--- src/rtl/fifo_queue_32_bit.sv ---
// Synchronous FIFO with registered read data and combinational empty/full flags.
// Define FIFO_QUEUE_ERR_FLAGS_EN to add one-cycle Overflow_Out/Underflow_Out pulses.
module fifo_queue_32_bit #(
  parameter int DATA_WIDTH = 32,
  parameter int DEPTH      = 8
) (
  input  logic                  Clk_In,
  input  logic                  Reset_In,
  input  logic [DATA_WIDTH-1:0] Data_In,
  input  logic                  Write_Enable_In,
  input  logic                  Read_Enable_In,
  output logic [DATA_WIDTH-1:0] Data_Out,
  output logic                  FIFO_Empty,
  output logic                  FIFO_Full
`ifdef FIFO_QUEUE_ERR_FLAGS_EN
  ,
  output logic                  Overflow_Out,
  output logic                  Underflow_Out
`endif
);

  localparam int AW    = $clog2(DEPTH);
  localparam int CNT_W = AW + 1;

  logic [DATA_WIDTH-1:0] mem_q [DEPTH];
  logic [CNT_W-1:0]      wr_ptr_q, wr_ptr_d;
  logic [CNT_W-1:0]      rd_ptr_q, rd_ptr_d;
  logic [CNT_W-1:0]      count_q, count_d;
  logic [DATA_WIDTH-1:0] data_out_q, data_out_d;
  logic                  rd_ok, wr_ok;

  assign FIFO_Empty = (count_q == '0);
  assign FIFO_Full  = (count_q == CNT_W'(DEPTH));

  // A read frees a slot on the same edge, so a full FIFO can still take a write
  // alongside it; an empty FIFO never services the read half of a read+write.
  assign rd_ok = Read_Enable_In && !FIFO_Empty;
  assign wr_ok = Write_Enable_In && (!FIFO_Full || rd_ok);

  always_comb begin
    wr_ptr_d   = wr_ptr_q;
    rd_ptr_d   = rd_ptr_q;
    count_d    = count_q;
    data_out_d = data_out_q;
    if (wr_ok) begin
      wr_ptr_d = (wr_ptr_q == CNT_W'(DEPTH - 1)) ? '0 : wr_ptr_q + CNT_W'(1);
    end
    if (rd_ok) begin
      rd_ptr_d   = (rd_ptr_q == CNT_W'(DEPTH - 1)) ? '0 : rd_ptr_q + CNT_W'(1);
      data_out_d = mem_q[rd_ptr_q[AW-1:0]];
    end
    if (wr_ok && !rd_ok) begin
      count_d = count_q + CNT_W'(1);
    end else if (rd_ok && !wr_ok) begin
      count_d = count_q - CNT_W'(1);
    end
  end

  always_ff @(posedge Clk_In or negedge Reset_In) begin
    if (!Reset_In) begin
      wr_ptr_q   <= '0;
      rd_ptr_q   <= '0;
      count_q    <= '0;
      data_out_q <= '0;
    end else begin
      wr_ptr_q   <= wr_ptr_d;
      rd_ptr_q   <= rd_ptr_d;
      count_q    <= count_d;
      data_out_q <= data_out_d;
    end
  end

  // Storage is deliberately left out of reset; stale entries are unreachable once pointers clear.
  always_ff @(posedge Clk_In) begin
    if (wr_ok) begin
      mem_q[wr_ptr_q[AW-1:0]] <= Data_In;
    end
  end

  assign Data_Out = data_out_q;

`ifdef FIFO_QUEUE_ERR_FLAGS_EN
  logic overflow_q, underflow_q;

  always_ff @(posedge Clk_In or negedge Reset_In) begin
    if (!Reset_In) begin
      overflow_q  <= 1'b0;
      underflow_q <= 1'b0;
    end else begin
      overflow_q  <= Write_Enable_In && !wr_ok;
      underflow_q <= Read_Enable_In && !rd_ok;
    end
  end

  assign Overflow_Out  = overflow_q;
  assign Underflow_Out = underflow_q;
`endif

endmodule

--- config.mk ---
export PLATFORM = sky130hd
export DESIGN_NAME = fifo_queue_32_bit
export DESIGN_NICKNAME = d
export VERILOG_FILES = /design/src/rtl/fifo_queue_32_bit.sv
export SDC_FILE = /design/constraint.sdc
export NUM_CORES = 1
export LEC_CHECK = 0
export ABC_AREA = 1
export BUFFER_PORTS_ARGS = -buffer_cell sky130_fd_sc_hd__buf_2
export CORE_ASPECT_RATIO = 0.8
export CORE_MARGIN = 2
export CORE_UTILIZATION = 65
export CTS_CLUSTER_SIZE = 24
export DETAILED_ROUTE_END_ITERATION = 8
export HOLD_SLACK_MARGIN = 0.06
export PLACE_DENSITY = 0.84
export RECOVER_POWER = 50
export SETUP_SLACK_MARGIN = 0.3
export SYNTH_ARGS = -nofsm -noshare
export SYNTH_HDL_FRONTEND = slang
export SYNTH_SLANG_ARGS = --single-unit
--- constraint.sdc ---
create_clock -name Clk_In -period 5.05 [get_ports Clk_In]
set_input_delay 0.7575 -clock Clk_In [delete_from_list [all_inputs] [get_ports Clk_In]]
set_output_delay 0.7575 -clock Clk_In [all_outputs]
set_load 0.005 [all_outputs]
Word level (Yosys, flattened, before mapping)
Memory sizes are Yosys's and may differ from the RTL's. A register that Yosys moved wholly into a read port is not among the register bits.
Index checks and enable logic that the tools add are counted.
- $add $sub $neg: 4
- multipliers: 0
- div/mod/pow operators: 0
- magnitude comparators: 0
- equal/unequal tests: 3
- shifts and indexed selects: 0
- mux-type cells: 6
- bitwise logic cells: 0
- reductions and logical operators: 12
- operator list (cell ; number):
    $mux 4 ; 4
    $add 4x1->4 const B ; 3
    $eq 4x3->1 const B ; 2
    $logic_not 1->1 ; 5
    $eq 4x4->1 const B ; 1
    $logic_and 1x1->1 ; 4
    $logic_not 4->1 ; 1
    $sub 4x1->4 const B ; 1
    $mux 1 ; 2
    $reduce_bool 2->1 ; 1
    $logic_or 1x1->1 ; 1
- register bits after elaboration: 12
- bits in latches: 0
- memory bits (writable): 256
- bits in read-only memories: 0
- output and inout bits: 34
- logic and storage cells: 29
- memories: 1
- memory list (name ; words ; width ; rd ports ; clocked after Yosys merged registers in ; write ports ; RTL line ; text):
    mem_q ; 8 ; 32 ; 1 ; 1 ; 1 ; 25 ; logic [DATA_WIDTH-1:0] mem_q [DEPTH];

Logic depth before layout (Yosys ltp)
Gate-level depths: netlist of run 1.
- depth in word-level cells: 9
- depth in mapped cells: 15
- mapped depth without buffers: 14

Worst setup path after synthesis of run 1
Ideal clock, no wire load.
- path kind: input-to-reg
- start: input Read_Enable_In
- end: memory mem_q[0][0] (enable)
- setup time: 421 ps
- data arrival time: 2577 ps
- required time: 4629 ps
- setup slack: 2052 ps
- stages: 6
- cells stage by stage: inv_1 nand4_1 nand2_1 inv_1 nand2_1 nor2_1
- longest elaborated chain between the ends: 5
- ends and longest elaborated chain (item ; RTL line ; text):
    from (decl) ; 11 ; input logic Read_Enable_In,
    $logic_and 1x1->1 ; 37 ; assign rd_ok = Read_Enable_In && !FIFO_Empty;
    $logic_or 1x1->1 ; 38 ; assign wr_ok = Write_Enable_In && (!FIFO_Full || rd_ok);
    $logic_and 1x1->1 ; 38 ;
    via wr_ok ; 30 ; logic rd_ok, wr_ok;
    $mux 1 ; 75 ; if (wr_ok) begin
    $mux 1 (implied by the code) ; 76 ; mem_q[wr_ptr_q[AW-1:0]] <= Data_In;
    to (decl) ; 25 ;
The timed path passes the listed nets, and every way through them passes these cells.

==> results of run 1 <==
-- cell usage after synthesis --
cell        n  share of area
dfrtp_1    44          0.086
nor2_1     11         0.0032
inv_2       1        0.00029
clkbuf_1    5         0.0015
xnor2_1     2         0.0014
nor3b_1     1        0.00059
buf_1       2        0.00059
buf_2      28          0.011
buf_4       8         0.0047
a21oi_1     1        0.00039
inv_4       1        0.00049
ha_1        5         0.0049
edfxtp_1  256           0.60
buf_6      14          0.012
nand4_1     1        0.00049
inv_1     205          0.060
or2_2       1        0.00049
o21ai_0    10         0.0039
nor4_1      1        0.00049
nand3_1   199          0.078
fa_1        1         0.0016
nand2_1   420           0.12
-- cell families after synthesis --
family                     count (synthesis)  share of synthesized area
AOI/OAI and AO/OA                         11                    0.00432
xor gates and xnor gates                   2                    0.00137
adders and majority gates                  6                    0.00648
buffers and inverters                    264                     0.0913
DFF                                      300                      0.689
and+or+nand+nor                          634                      0.207
-- power by group --
group	internal [W]	switching, W	total (W)
clock	0.00121	0.000850	0.00206
combinational	0.000725	0.00166	0.00238
sequential	0.00319	0.000254	0.00345
total	0.00513	0.00276	0.00789
-- path summary, 6_finish.rpt --
| kind | from | endpoint | slack [ns] | cells after the start |
|---|---|---|---|---|
| hold / removal | Data_Out[24] | Data_Out[24] | 0.48 | 2 |
| max in group Clk_In | rd_ptr_q[0] | Data_Out[13] | 2.32 | 7 |
| setup / recovery | Reset_In | rd_ptr_q[0] | 1.98 | 2 |
| setup reg to reg | rd_ptr_q[0] | Data_Out[13] | 2.32 | 7 |
| min in group asynchronous | Reset_In | Data_Out[14] | 1.17 | 2 |
| hold reg to reg | Data_Out[24] | Data_Out[24] | 0.48 | 2 |
-- registers in the layout, summed over array words and instances, names as in the netlist --
| register | count |
|---|---|
| mem_q | 256 |
| wr_ptr_q | 4 |
| count_q | 4 |
| rd_ptr_q | 4 |
| Data_Out | 32 |
-- per-layer routing --
metal  routed length [um]  track usage  share of wire
met1                10600        0.342           0.40
met4                  855       0.0986          0.032
met2                12800        0.442           0.49
met3                 2090       0.0381          0.080
met5                    0            0              0
-- final cells by class --
| type | instances | area, um2 |
|---|---|---|
| clock buffers | 44 | 822 |
| clock inverters | 7 | 82.6 |
| fillers | 1256 | 5070 |
| inverters | 207 | 779 |
| multi-input cells | 653 | 2860 |
| flip-flops and latches | 300 | 8790 |
| well taps | 258 | 323 |
| repair buffers | 78 | 365 |
-- through the flow --
| stage | instance area (um2) | utilization |
|---|---|---|
| after floorplan | 12700 | - |
| after global placement | 13200 | 0.690 |
| after detailed placement | 13200 | 0.690 |
| after CTS | 14100 | 0.737 |
| after global routing | 14000 | 0.735 |
| final | 14000 | 0.735 |
==> qor.yml, run 1 <==
status:
  status: "finished with violations"
  violations: "max-capacitance violations, max-slew violations"
layout:
  final_cells: 1547
  mostFrequentLayoutCell: "nand2_1"
  antennaDiodeCount: 0
  final_cell_mix: "nand2_1, edfxtp_1, inv_1, nand3_1, clkbuf_1"
  area_delta_synth_final_pct: 9.99
  layout-drive-gt1-share: 0.0729
  fin_nets: 1310
logic_synthesis:
  ys_seq_elements: 300
  synth_seq_area_share: 0.689
  synth_cell_type_count: 22
  synth_warnings: 0
  syn_area_um2: 12700
  syn_avg_cell_area_um2: 10.5
  synth_fp_nets: 1259
  syn_inst: 1217
sta:
  setup_viol: 0
  hold_viol_final: 0
  tightest_slew_ns: 2.70
  hold_ws_ns: 0.475
  slew_headroom: -0.798
  fmax_mhz: 326
  period_needed_ns: 3.07
  period_share: 0.608
  fin_ws_ns: 1.98
  finalMaxSlewViolations: 45
  tns_ns: 0
  rsz0062_at_grt: "false"
  skew_ns: 0.0120
detailed_routing:
  num_vias: 8497
  via_per_inst: 5.49
  wl_per_cell_um: 17.0
  drt-total-wl_um: 26300
  drt_first_pass_iters: 6
  ant_nets: 0
  drcViolationCount: 0
  initialDrtViolationCount: 1113
floorplanning:
  num_rows: 45
  dieHeight_um: 129
  io_pins: 70
  start_util: 0.668
  coreArea_um2: 19100
  dieArea_um2: 20800
  die_w_um: 161
cts:
  clockRootBuffer: "clkbuf_16"
  cts_max_level: 1
  tritoncts: "yes"
  ctsHoldBuffers: 0
  worstSkewPairLatency_ns: 0.54
  cts.sinks: 300
  clk_pin_slew_ns: 0.06
  cts_resized: 0
  cts_made_buffers: 28
  cts_setup_buffers: 0
  cts_buffer_depth: 3
worst_setup_path:
  slowest_delay_ns: 1.90
  cp_cell_sequence: "buf_2, clkbuf_1"
  crit_required_ns: 4.74
  end_kind: "asynchronous set/reset pin"
  cp.arrival_ns: 2.76
  critPathBufInv: 2
  cp_top_family: "buffers and inverters"
  start_kind: "primary input"
  crit_fanout: 44
  crit_type: "primary input to asynchronous set/reset pin"
  slowest_stage: "clkbuf_1"
run:
  maxCapViolCount: 1
placement:
  numPortBuffers: 69
  gp_congestion: 0.786
  dp.cells: 1496
  dpl_worst_slack_ns: 2.13
  place_hpwl_um: 14300
grt:
  grt.overflow.total: 0
  grt_max_degree: 73
  grt_pass1_vias: 8265
  grt_pass1_wl_um: 41700
  grt_usage: 0.258
  antenna_found_initial: 0
power:
  power_density_nw_per_um2: 563
  power.total_w: 0.00789
  ir_drop_v: 0.000375
  leakagePower_nw: 6.17
hold_path:
  hold_path.class: "flip-flop to flip-flop"
(Power assumes the default switching activity.)
==> run 2: changes to the inputs <==
- ABC_AREA: 1 -> 0
- CORE_UTILIZATION: 65 -> 60
- PLACE_DENSITY: 0.84 -> 0.79
- clock period: 5.05 -> 3.1 ns (I/O delays scaled with it)
==> qor.yml, run 2 <==
power:
  ir_drop_v: 0.000521  # +39%
  leakagePower_nw: 4.63  # -25%
  power_density_nw_per_um2: 943  # +68%
layout:
  layout-drive-gt1-share: 0.231  # +0.158
  final_cell_mix: "edfxtp_1, mux2_2, mux2i_1, clkbuf_1, nand2_1"
  final_core_util: 0.693  # -0.0416
  fin_nets: 788  # -40%
  antennaDiodeCount: 0  # unchanged
  final_cells: 1025  # -34%
  area_delta_synth_final_pct: 12.4
  largest_reg_flops: 256  # unchanged
  mostFrequentLayoutCell: "edfxtp_1"
logic_synthesis:
  synth.top_cells.by_area: "edfxtp_1, dfrtp_1, mux2_2"
  syn_inst: 666  # -45%
  synth_seq_area_share: 0.747  # +0.0571
  synth_top_cell_by_area: "edfxtp_1"
  syn_area_um2: 11800  # -7.6%
  synth_top_flop_cell: "edfxtp_1"
  synth_edf_count: 256  # unchanged
  syn_avg_cell_area_um2: 17.7  # +69%
  synth_commonest_cells: "edfxtp_1, mux2_2, mux2i_1"
  ys_seq_elements: 300  # unchanged
  synth_most_common_cell: "edfxtp_1"
  synth_cell_type_count: 42  # +91%
  synth_warnings: 0  # unchanged
  synth_fp_nets: 708  # -44%
  synth_top_area_frac: 0.653  # +0.0499
  synthArstFlopShare: 0.147  # unchanged
cts:
  clk_pin_slew_ns: 0.06  # about the same
  cts_made_buffers: 29  # +3.6%
  cts.sinks: 300  # unchanged
  tritoncts: "yes"
  cts_max_level: 1  # unchanged
  worstSkewPairLatency_ns: 0.54  # about the same
  cts_buffer_depth: 3  # unchanged
  clockRootBuffer: "clkbuf_16"
sta:
  tightest_slew_ns: 1.63  # -1.07 ns
  hold_viol_final: 0  # unchanged
  setup_viol: 0  # unchanged
  period_share: 0.866
  rsz0062_at_grt: "false"
  period_needed_ns: 2.68
  fmax_mhz: 373
  hold_ws_ns: 0.277  # -0.198 ns
  skew_ns: 0.0113  # -0.000637 ns
  fin_ws_ns: 0.416  # -1.56 ns
  slew_headroom: -0.0876  # +0.711
  finalMaxSlewViolations: 25  # -44%
worst_setup_path:
  crit-reg2reg-launch: "count_q[0]"
  regToRegSetupSlack_ns: 0.42  # -1.90 ns
  start_kind: "flip-flop"
  rr_worst_depth: 10  # +3
  end_kind: "flip-flop"
  crit_type: "flip-flop to flip-flop"
  crit_fanout: 5  # -89%
  cp.arrival_ns: 3.08  # +0.32 ns
  crit_required_ns: 3.50  # -1.24 ns
  startpoint: "count_q[0]"
grt:
  grt-busiest-layer: "met2"
  grt_pass1_vias: 6365  # -23%
  grt_max_degree: 71  # -2.7%
  grt_usage: 0.225  # -0.0322
  grtUsageMet3: 0.0391  # +0.000960
  use_met2: 0.392  # -0.0497
  grtUsageMet1: 0.301  # -0.0411
  grt_pass1_wl_um: 35600  # -15%
  grt.overflow.total: 0  # unchanged
  antenna_found_initial: 0  # unchanged
floorplanning:
  dieHeight_um: 129  # about the same
  die_w_um: 161  # about the same
  num_rows: 45  # unchanged
  dieArea_um2: 20800  # about the same
  start_util: 0.617  # -0.0511
  io_pins: 70  # unchanged
  coreArea_um2: 19100  # unchanged
detailed_routing:
  via_per_inst: 5.99  # +9.1%
  wl_per_cell_um: 22.3  # +31%
  initialDrtViolationCount: 516  # -54%
  ant_nets: 0  # unchanged
  drcViolationCount: 0  # unchanged
  drt-total-wl_um: 22800  # -13%
  drt_first_pass_iters: 5  # -1
  num_vias: 6144  # -28%
status:
  status: "finished with violations"
  violations: "max-capacitance violations, max-slew violations"
hold_path:
  hold_path.class: "primary input to flip-flop"
  min_path_cells: 1  # -1
  min_from: "Data_In[14]"
run:
  maxCapViolCount: 1  # unchanged
placement:
  numPortBuffers: 69  # unchanged
  dp.cells: 970  # -35%
  dpl_worst_slack_ns: 0.114  # -2.02 ns
  place_hpwl_um: 12400  # -14%
  gp_congestion: 0.756  # -3.8%
run 2: power by group:
| part | switching, W | internal [W] | total [W] |
|---|---|---|---|
| Sequential | 0.000500 | 0.00520 | 0.00570 |
| Combinational | 0.00191 | 0.00151 | 0.00342 |
| Clock | 0.00140 | 0.00194 | 0.00334 |
| Total | 0.00382 | 0.00865 | 0.0125 |
run 2: timing repair:
| item | CTS | global route |
|---|---|---|
| endpoints found under the setup margin | 1 | 1 |
| hold buffers | 1 | 0 |
| gates cloned | 0 | 0 |
| resized for setup | 4 | 2 |
| pin swaps | 0 | 1 |
| hold endpoints to repair | 23 | 0 |
| buffers inserted | 0 | 2 |
run 2: cell families (layout without fill, tap and decap cells):
| family | after synthesis | in the layout | share of synthesized area |
|---|---|---|---|
| DFF | 300 | 300 | 0.747 |
| and+or+nand+nor | 72 | 72 | 0.0288 |
| AOI/OAI and AO/OA | 106 | 106 | 0.0637 |
| adders and majority gates | 6 | 6 | 0.00701 |
| buffers and inverters | 46 | 147 | 0.0314 |
| xor gates and xnor gates | 4 | 4 | 0.00298 |
| muxes | 132 | 132 | 0.120 |
run 2: per-layer routing:
layer	wire length [um]	share of wire
met1	9570	0.42
met2	11400	0.50
met3	1310	0.057
met4	514	0.023
met5	0	0
run 2: area by class of cell:
type                       count  area (um2)
sequential                   300        8790
fill                        1222        5860
multi-input combinational    320        2710
clock buffer                  41         791
timing repair buffer          90         479
tap                          258         323
clock inverter                11         110
inverter                       5        23.8
run 2: worst max-delay path, stage by stage, from the launching register on:
cell and delay (ns):
dfrtp_1 0.48, nor4b_4 0.30, a21bo_1 0.29, inv_6 0.07
ha_1 0.26, inv_2 0.14, ha_1 0.24, a21o_1 0.23
a21oi_1 0.23, mux2i_1 0.22, o31ai_1 0.10
run 2: final timing paths:
path                                     end
max in group asynchronous       Data_Out[18]
worst max-delay path              count_q[3]
worst max register to register    count_q[3]
min in group asynchronous        wr_ptr_q[3]
worst min register to register   Data_Out[1]
worst min-delay path            mem_q[4][14]
run 2: stage by stage:
step | total power (W) | setup TNS, ns | area (um2)
6_report | 0.0125 | 0 | 13200
5_1_grt | 0.0131 | 0 | 13200
4_1_cts | 0.0126 | 0 | 13300
3_5_place_dp | 0.00919 | 0 | 12300
3_3_place_gp | 0.00899 | 0 | 12300
2_1_floorplan | 0.00826 | -49.19 | 11800
